File: src/rtl/tmds_pkg.sv
// Shared TMDS definitions: symbol modes, fixed control/guard codes, the TERC4
// table and a population-count helper used by the lane encoder.
package tmds_pkg;

    typedef enum logic [1:0] {
        MODE_CTRL  = 2'd0,
        MODE_VIDEO = 2'd1,
        MODE_TERC4 = 2'd2,
        MODE_GUARD = 2'd3
    } mode_e;

    localparam logic [9:0] CTRL_00    = 10'b1101010100;
    localparam logic [9:0] CTRL_01    = 10'b0010101011;
    localparam logic [9:0] CTRL_10    = 10'b0101010100;
    localparam logic [9:0] CTRL_11    = 10'b1010101011;
    localparam logic [9:0] GUARD_EVEN = 10'b1011001100;
    localparam logic [9:0] GUARD_ODD  = 10'b0100110011;

    function automatic logic [9:0] ctrl_code(input logic [1:0] c);
        logic [9:0] code;
        case (c)
            2'b00:   code = CTRL_00;
            2'b01:   code = CTRL_01;
            2'b10:   code = CTRL_10;
            default: code = CTRL_11;
        endcase
        return code;
    endfunction

    function automatic logic [9:0] terc4_code(input logic [3:0] a);
        logic [9:0] code;
        case (a)
            4'd0:    code = 10'b1010011100;
            4'd1:    code = 10'b1001100011;
            4'd2:    code = 10'b1011100100;
            4'd3:    code = 10'b1011100010;
            4'd4:    code = 10'b0101110001;
            4'd5:    code = 10'b0100011110;
            4'd6:    code = 10'b0110001110;
            4'd7:    code = 10'b0100111100;
            4'd8:    code = 10'b1011001100;
            4'd9:    code = 10'b0100111001;
            4'd10:   code = 10'b0110011100;
            4'd11:   code = 10'b1011000110;
            4'd12:   code = 10'b1010001110;
            4'd13:   code = 10'b1001110001;
            4'd14:   code = 10'b0101100011;
            default: code = 10'b1011000011;
        endcase
        return code;
    endfunction

    function automatic logic [3:0] ones(input logic [9:0] v);
        logic [3:0] n;
        n = '0;
        for (int i = 0; i < 10; i++) begin
            n = n + {3'b000, v[i]};
        end
        return n;
    endfunction

endpackage

File: src/rtl/tmds_lane.sv
// One TMDS channel: stage 1 does transition minimisation, stage 2 picks the
// symbol for the carried mode and keeps this lane's running disparity.
module tmds_lane
    import tmds_pkg::*;
#(
    parameter int CW       = 5,
    parameter bit ODD_LANE = 1'b0
) (
    input  logic       clk,
    input  logic       reset,
    input  logic       ce,
    input  logic [1:0] mode,
    input  logic [7:0] din,
    input  logic [1:0] ctrl,
    input  logic [3:0] aux,
    output logic [9:0] dout
);

    logic [3:0]           n1;
    logic                 use_xnor;
    logic                 chain;
    logic [8:0]           q_m;

    logic [8:0]           s1_qm;
    mode_e                s1_mode;
    logic [1:0]           s1_ctrl;
    logic [3:0]           s1_aux;

    logic signed [CW-1:0] cnt;
    logic signed [CW-1:0] cnt_next;
    logic [3:0]           m1;
    logic                 inv;
    logic [9:0]           video_sym;
    logic [3:0]           video_ones;
    logic [9:0]           sym;

    assign n1 = ones({2'b00, din});

    always_comb begin
        use_xnor = (n1 > 4'd4) || ((n1 == 4'd4) && !din[0]);
        q_m      = '0;
        chain    = din[0];
        q_m[0]   = chain;
        for (int i = 1; i < 8; i++) begin
            chain  = use_xnor ? ~(chain ^ din[i]) : (chain ^ din[i]);
            q_m[i] = chain;
        end
        q_m[8] = ~use_xnor;
    end

    // Mode and side-band data travel with q_m so a mode switch lands on an exact symbol boundary.
    always_ff @(posedge clk) begin
        if (reset) begin
            s1_qm   <= '0;
            s1_mode <= MODE_CTRL;
            s1_ctrl <= 2'b00;
            s1_aux  <= '0;
        end else if (ce) begin
            s1_qm   <= q_m;
            s1_mode <= mode_e'(mode);
            s1_ctrl <= ctrl;
            s1_aux  <= aux;
        end
    end

    assign m1 = ones({2'b00, s1_qm[7:0]});

    always_comb begin
        inv = 1'b0;
        if ((cnt == '0) || (m1 == 4'd4)) begin
            inv = ~s1_qm[8];
        end else begin
            inv = (!cnt[CW-1] && (m1 > 4'd4)) || (cnt[CW-1] && (m1 < 4'd4));
        end
        video_sym  = {inv, s1_qm[8], inv ? ~s1_qm[7:0] : s1_qm[7:0]};
        video_ones = ones(video_sym);
        cnt_next   = cnt + CW'(video_ones) - CW'(4'd5);
    end

    always_comb begin
        sym = CTRL_00;
        case (s1_mode)
            MODE_CTRL:  sym = ctrl_code(s1_ctrl);
            MODE_VIDEO: sym = video_sym;
            MODE_TERC4: sym = terc4_code(s1_aux);
            MODE_GUARD: sym = ODD_LANE ? GUARD_ODD : GUARD_EVEN;
            default:    sym = CTRL_00;
        endcase
    end

    // Any non-video symbol restarts the disparity tally from zero.
    always_ff @(posedge clk) begin
        if (reset) begin
            dout <= CTRL_00;
            cnt  <= '0;
        end else if (ce) begin
            dout <= sym;
            cnt  <= (s1_mode == MODE_VIDEO) ? cnt_next : '0;
        end
    end

endmodule

File: src/rtl/tmds_multi_encoder.sv
// NCH independent TMDS lanes sharing one mode; the top only slices buses and
// tracks whether dout holds a freshly produced symbol set.
module tmds_multi_encoder #(
    parameter int NCH = 3,
    parameter int CW  = 5
) (
    input  logic              clk,
    input  logic              reset,
    input  logic              ce,
    input  logic [1:0]        mode,
    input  logic [NCH*8-1:0]  din,
    input  logic [NCH*2-1:0]  ctrl,
    input  logic [NCH*4-1:0]  aux,
    output logic [NCH*10-1:0] dout,
    output logic              dout_valid
);

    logic s1_valid;

    genvar k;
    generate
        for (k = 0; k < NCH; k++) begin : g_lane
            tmds_lane #(
                .CW       (CW),
                .ODD_LANE (1'(k % 2))
            ) u_lane (
                .clk   (clk),
                .reset (reset),
                .ce    (ce),
                .mode  (mode),
                .din   (din[8*k +: 8]),
                .ctrl  (ctrl[2*k +: 2]),
                .aux   (aux[4*k +: 4]),
                .dout  (dout[10*k +: 10])
            );
        end
    endgenerate

    // Stage 1 holds real data once any ce has loaded it; dout is new only on a ce edge after that.
    always_ff @(posedge clk) begin
        if (reset) begin
            s1_valid   <= 1'b0;
            dout_valid <= 1'b0;
        end else begin
            dout_valid <= ce & s1_valid;
            if (ce) begin
                s1_valid <= 1'b1;
            end
        end
    end

endmodule

File: config.mk
export PLATFORM = sky130hd
export DESIGN_NAME = tmds_multi_encoder
export DESIGN_NICKNAME = d
export VERILOG_FILES = /design/src/rtl/tmds_pkg.sv /design/src/rtl/tmds_lane.sv /design/src/rtl/tmds_multi_encoder.sv
export SDC_FILE = /design/constraint.sdc
export NUM_CORES = 1
export LEC_CHECK = 0
export ABC_CLOCK_PERIOD_IN_PS = 8400
export CAP_MARGIN = 20
export CORE_UTILIZATION = 59
export CTS_CLUSTER_SIZE = 20
export DETAILED_ROUTE_END_ITERATION = 10
export GPL_TIMING_DRIVEN = 0
export HOLD_SLACK_MARGIN = 0.06
export PLACE_DENSITY = 0.81
export SYNTH_ARGS = -nofsm -noshare
export SYNTH_HDL_FRONTEND = slang
export SYNTH_SLANG_ARGS = --single-unit
File: constraint.sdc
create_clock -name clk -period 8.4 [get_ports clk]
set_input_delay 2.1 -clock clk [delete_from_list [all_inputs] [get_ports clk]]
set_output_delay 2.1 -clock clk [all_outputs]
set_load 0.02 [all_outputs]
==> flow_summary.ini <==
[die]
start_util = 0.604
die-area_um2 = 15400
die-width_um = 124
io_pins = 78
core_um2 = 14500
fp.dieH_um = 124
rows = 44

[power_and_ir_drop]
p_per_area_nw_per_um2 = 476
finalPower_mw = 4.92
leakagePower_nw = 4.56
peakVddDrop_mv = 0.410

[timing]
setup_viol = 0
fin_setup_tns_ns = 0
finalMaxSlewViolations = 0
fin_crit_sh = 0.928
rsz0062_at_grt = no
tightest_slew_ns = 0.817
finalCriticalPeriod_ns = 7.79
hold_viol_final = 0
max_freq_ghz = 0.128
clock_skew_ns = 0.00758
maxSlewHeadroom = 0.455
finalWorstSetupSlack_ns = 0.609

[synth]
synth_edf_count = 0
yosys_warnings = 0
synth_compound_area_frac = 0.156
yosys_register_bits = 124
yosys.area_share.simple = 0.149
synth.distinct_cells = 57
yosys.area_share.adder = 0.220
synth_top_family_by_area = adder cells
synth_flop_cell = dfxtp_1
muxShareOfSynthArea = 0.0568
synth_cells = 1028
synthArstFlopShare = 0
synth_area_um2 = 8770
synth_area_per_cell_um2 = 8.54
seq_area_frac_synth = 0.283
synthXorXnorAreaFrac = 0.0599
syn-num-nets = 1204

[clocking]
cts_root_buffer = clkbuf_16
numCtsBuffers = 17
cts_sinks = 124
hold_buffers = 0
ctsResizeCount = 0
cts.clk_slew.worst_paths_ns = 0.06
htreeDepth = 4
insertion_delay_ns = 0.43
post_cts_buffers = 0
max-clock-path-buffers = 2
cts_tree = done

[global_route]
antenna_found_initial = 0
track_usage = 0.326
grt_pass1_wl_mm = 37.4
grt_overflow = 0
grt_max_degree = 17
grt_pass1_vias = 7444

[final_layout]
final_nets = 1300
final_cell_mix = nor2_1, dfxtp_1, inv_1, ha_1, clkdlybuf4s50_1
drive_above_1_share = 0.0519
syn_to_final_growth_pct = 17.8
seq_area_um2 = 2480
multi_input_area_um2 = 5630
layout_commonest_cell = nor2_1
fillCellCount = 1112
finalCoreUtilization = 0.711
antenna_cells = 0

[status]
status = finished, final reports clean

[worst_hold_path]
hold_path_class = flop to flop
hold_end = s1_valid
holdPathStages = 2
hp-start = s1_valid

[setup_path]
ff2ff_path_depth = 28
slowest_delay_ns = 0.53
critPathKind = flop to flop
slowest_stage = fa_1
path_max_fanout = 10
r2r-end = g_lane[2].u_lane.cnt[4]
r2r_slack_ns = 0.61
path_common_cell = fa_1
crit_arrival_ns = 8.08
worstPathRequired_ns = 8.69
worst_setup_path_start_kind = flop
crit_path_end_kind = flop
r2r-start = g_lane[2].u_lane.s1_qm[1]

[place]
io_buffers = 77
gp_congestion = 0.927
post-dp-hpwl_mm = 17.7
place_ws_ns = 0.628

[detailed_routing]
wl_per_cell_um = 18.0
drt-initial-drc-count = 812
dr.pass1.iters = 6
drtAntennaViolNets = 0
drc = 0
viasPerCell = 5.87
wl_mm = 23.8
via_count = 7760

[flow_run]
max_cap_violations = 0
-- how the worst max path moves through the flow --
stage / start / to / slack (ns) / cells past startpoint
global placement: g_lane[2].u_lane.s1_qm[0] / g_lane[2].u_lane.cnt[4] / 0.80 / 28
global route: g_lane[0].u_lane.s1_qm[0] / g_lane[0].u_lane.cnt[4] / 0.12 / 28
detailed placement: g_lane[2].u_lane.s1_qm[0] / g_lane[2].u_lane.cnt[4] / 0.63 / 28
CTS: g_lane[2].u_lane.s1_qm[0] / g_lane[2].u_lane.cnt[4] / 0.63 / 28
floorplan: g_lane[2].u_lane.s1_qm[0] / g_lane[2].u_lane.cnt[4] / 1.32 / 28
finish: g_lane[2].u_lane.s1_qm[1] / g_lane[2].u_lane.cnt[4] / 0.61 / 28
-- through the flow --
step | std cells | hold slack, ns | area [µm²]
5_1_grt | 1321 | 0.509 | 10300
3_5_place_dp | 1289 | 0.452 | 9780
6_report | 1321 | 0.466 | 10300
4_1_cts | 1321 | 0.464 | 10300
2_1_floorplan | 1028 | 0.427 | 8770
3_3_place_gp | 1289 | 0.440 | 9780
-- per-layer routing --
layer / part of all wire / up-vias / GRT usage
li1: - / 3652 / -
met1: 0.42 / 3644 / 0.404
met2: 0.46 / 382 / 0.527
met3: 0.081 / 82 / 0.0865
met4: 0.040 / 0 / 0.155
met5: 0 / - / 0
-- worst max-delay path: cells and delay by family (launching register included) --
kind / cells / cell delay (ns)
buffers and inverters: 5 / 0.59
and+or+nand+nor: 2 / 0.42
adders and majority gates: 11 / 4.60
AOI/OAI and AO/OA: 6 / 0.92
xor gates and xnor gates: 4 / 0.66
DFF: 1 / 0.46
-- cells in the mapped netlist (all sizes together), types with 2 or more instances --
master,number,area [µm²]
nand2,47,176
ha,87,1090
nor3b,8,60.1
or4,3,26.3
buf,17,76.3
a211o,4,35.0
a31oi,14,100
o21a,6,45.0
mux2i,43,430
o221ai,3,26.3
nand3b,2,15.0
o21ai,35,179
o22a,2,17.5
nor2,132,495
xnor2,53,464
nand3,20,100
o32ai,4,35.0
nand4,4,25.0
clkinv,2,7.51
o211ai,7,52.6
a21o,14,105
clkbuf,33,124
inv,121,454
a311oi,2,17.5
nand2b,12,75.1
mux2,6,67.6
xor2,7,61.3
nor3,18,101
o21bai,3,22.5
fa,42,841
a211oi,21,163
dfxtp,124,2480
nor2b,12,75.1
o22ai,17,106
a22oi,10,75.1
a22o,2,17.5
or3,3,23.8
a21oi,58,290
and2,3,18.8
or2,7,43.8
nor4,8,50.1
o31ai,5,37.5
-- final cells by class --
class	instances	share of cell area
multi-input combinational	731	0.545
sequential	124	0.240
timing repair buffer	77	0.0746
clock buffer	22	0.0449
inverter	123	0.0447
tap	184	0.0223
buffer	50	0.0194
clock inverter	10	0.00896
-- logic make-up after synthesis --
family | Yosys count
compound gates | 212
xor+xnor | 60
fa+ha+maj | 129
buf+inv | 173
flops | 124
mux | 49
simple gates | 281
-- power by group --
group | internal (mW) | switching [mW] | total [mW] | leakage (nW)
clock | 0.421 | 0.277 | 0.698 | 0.274
sequential | 0.665 | 0.0624 | 0.728 | 1.03
combinational | 1.57 | 1.92 | 3.49 | 3.26
total | 2.65 | 2.26 | 4.92 | 4.56
Power figures use the tool's default switching activity.
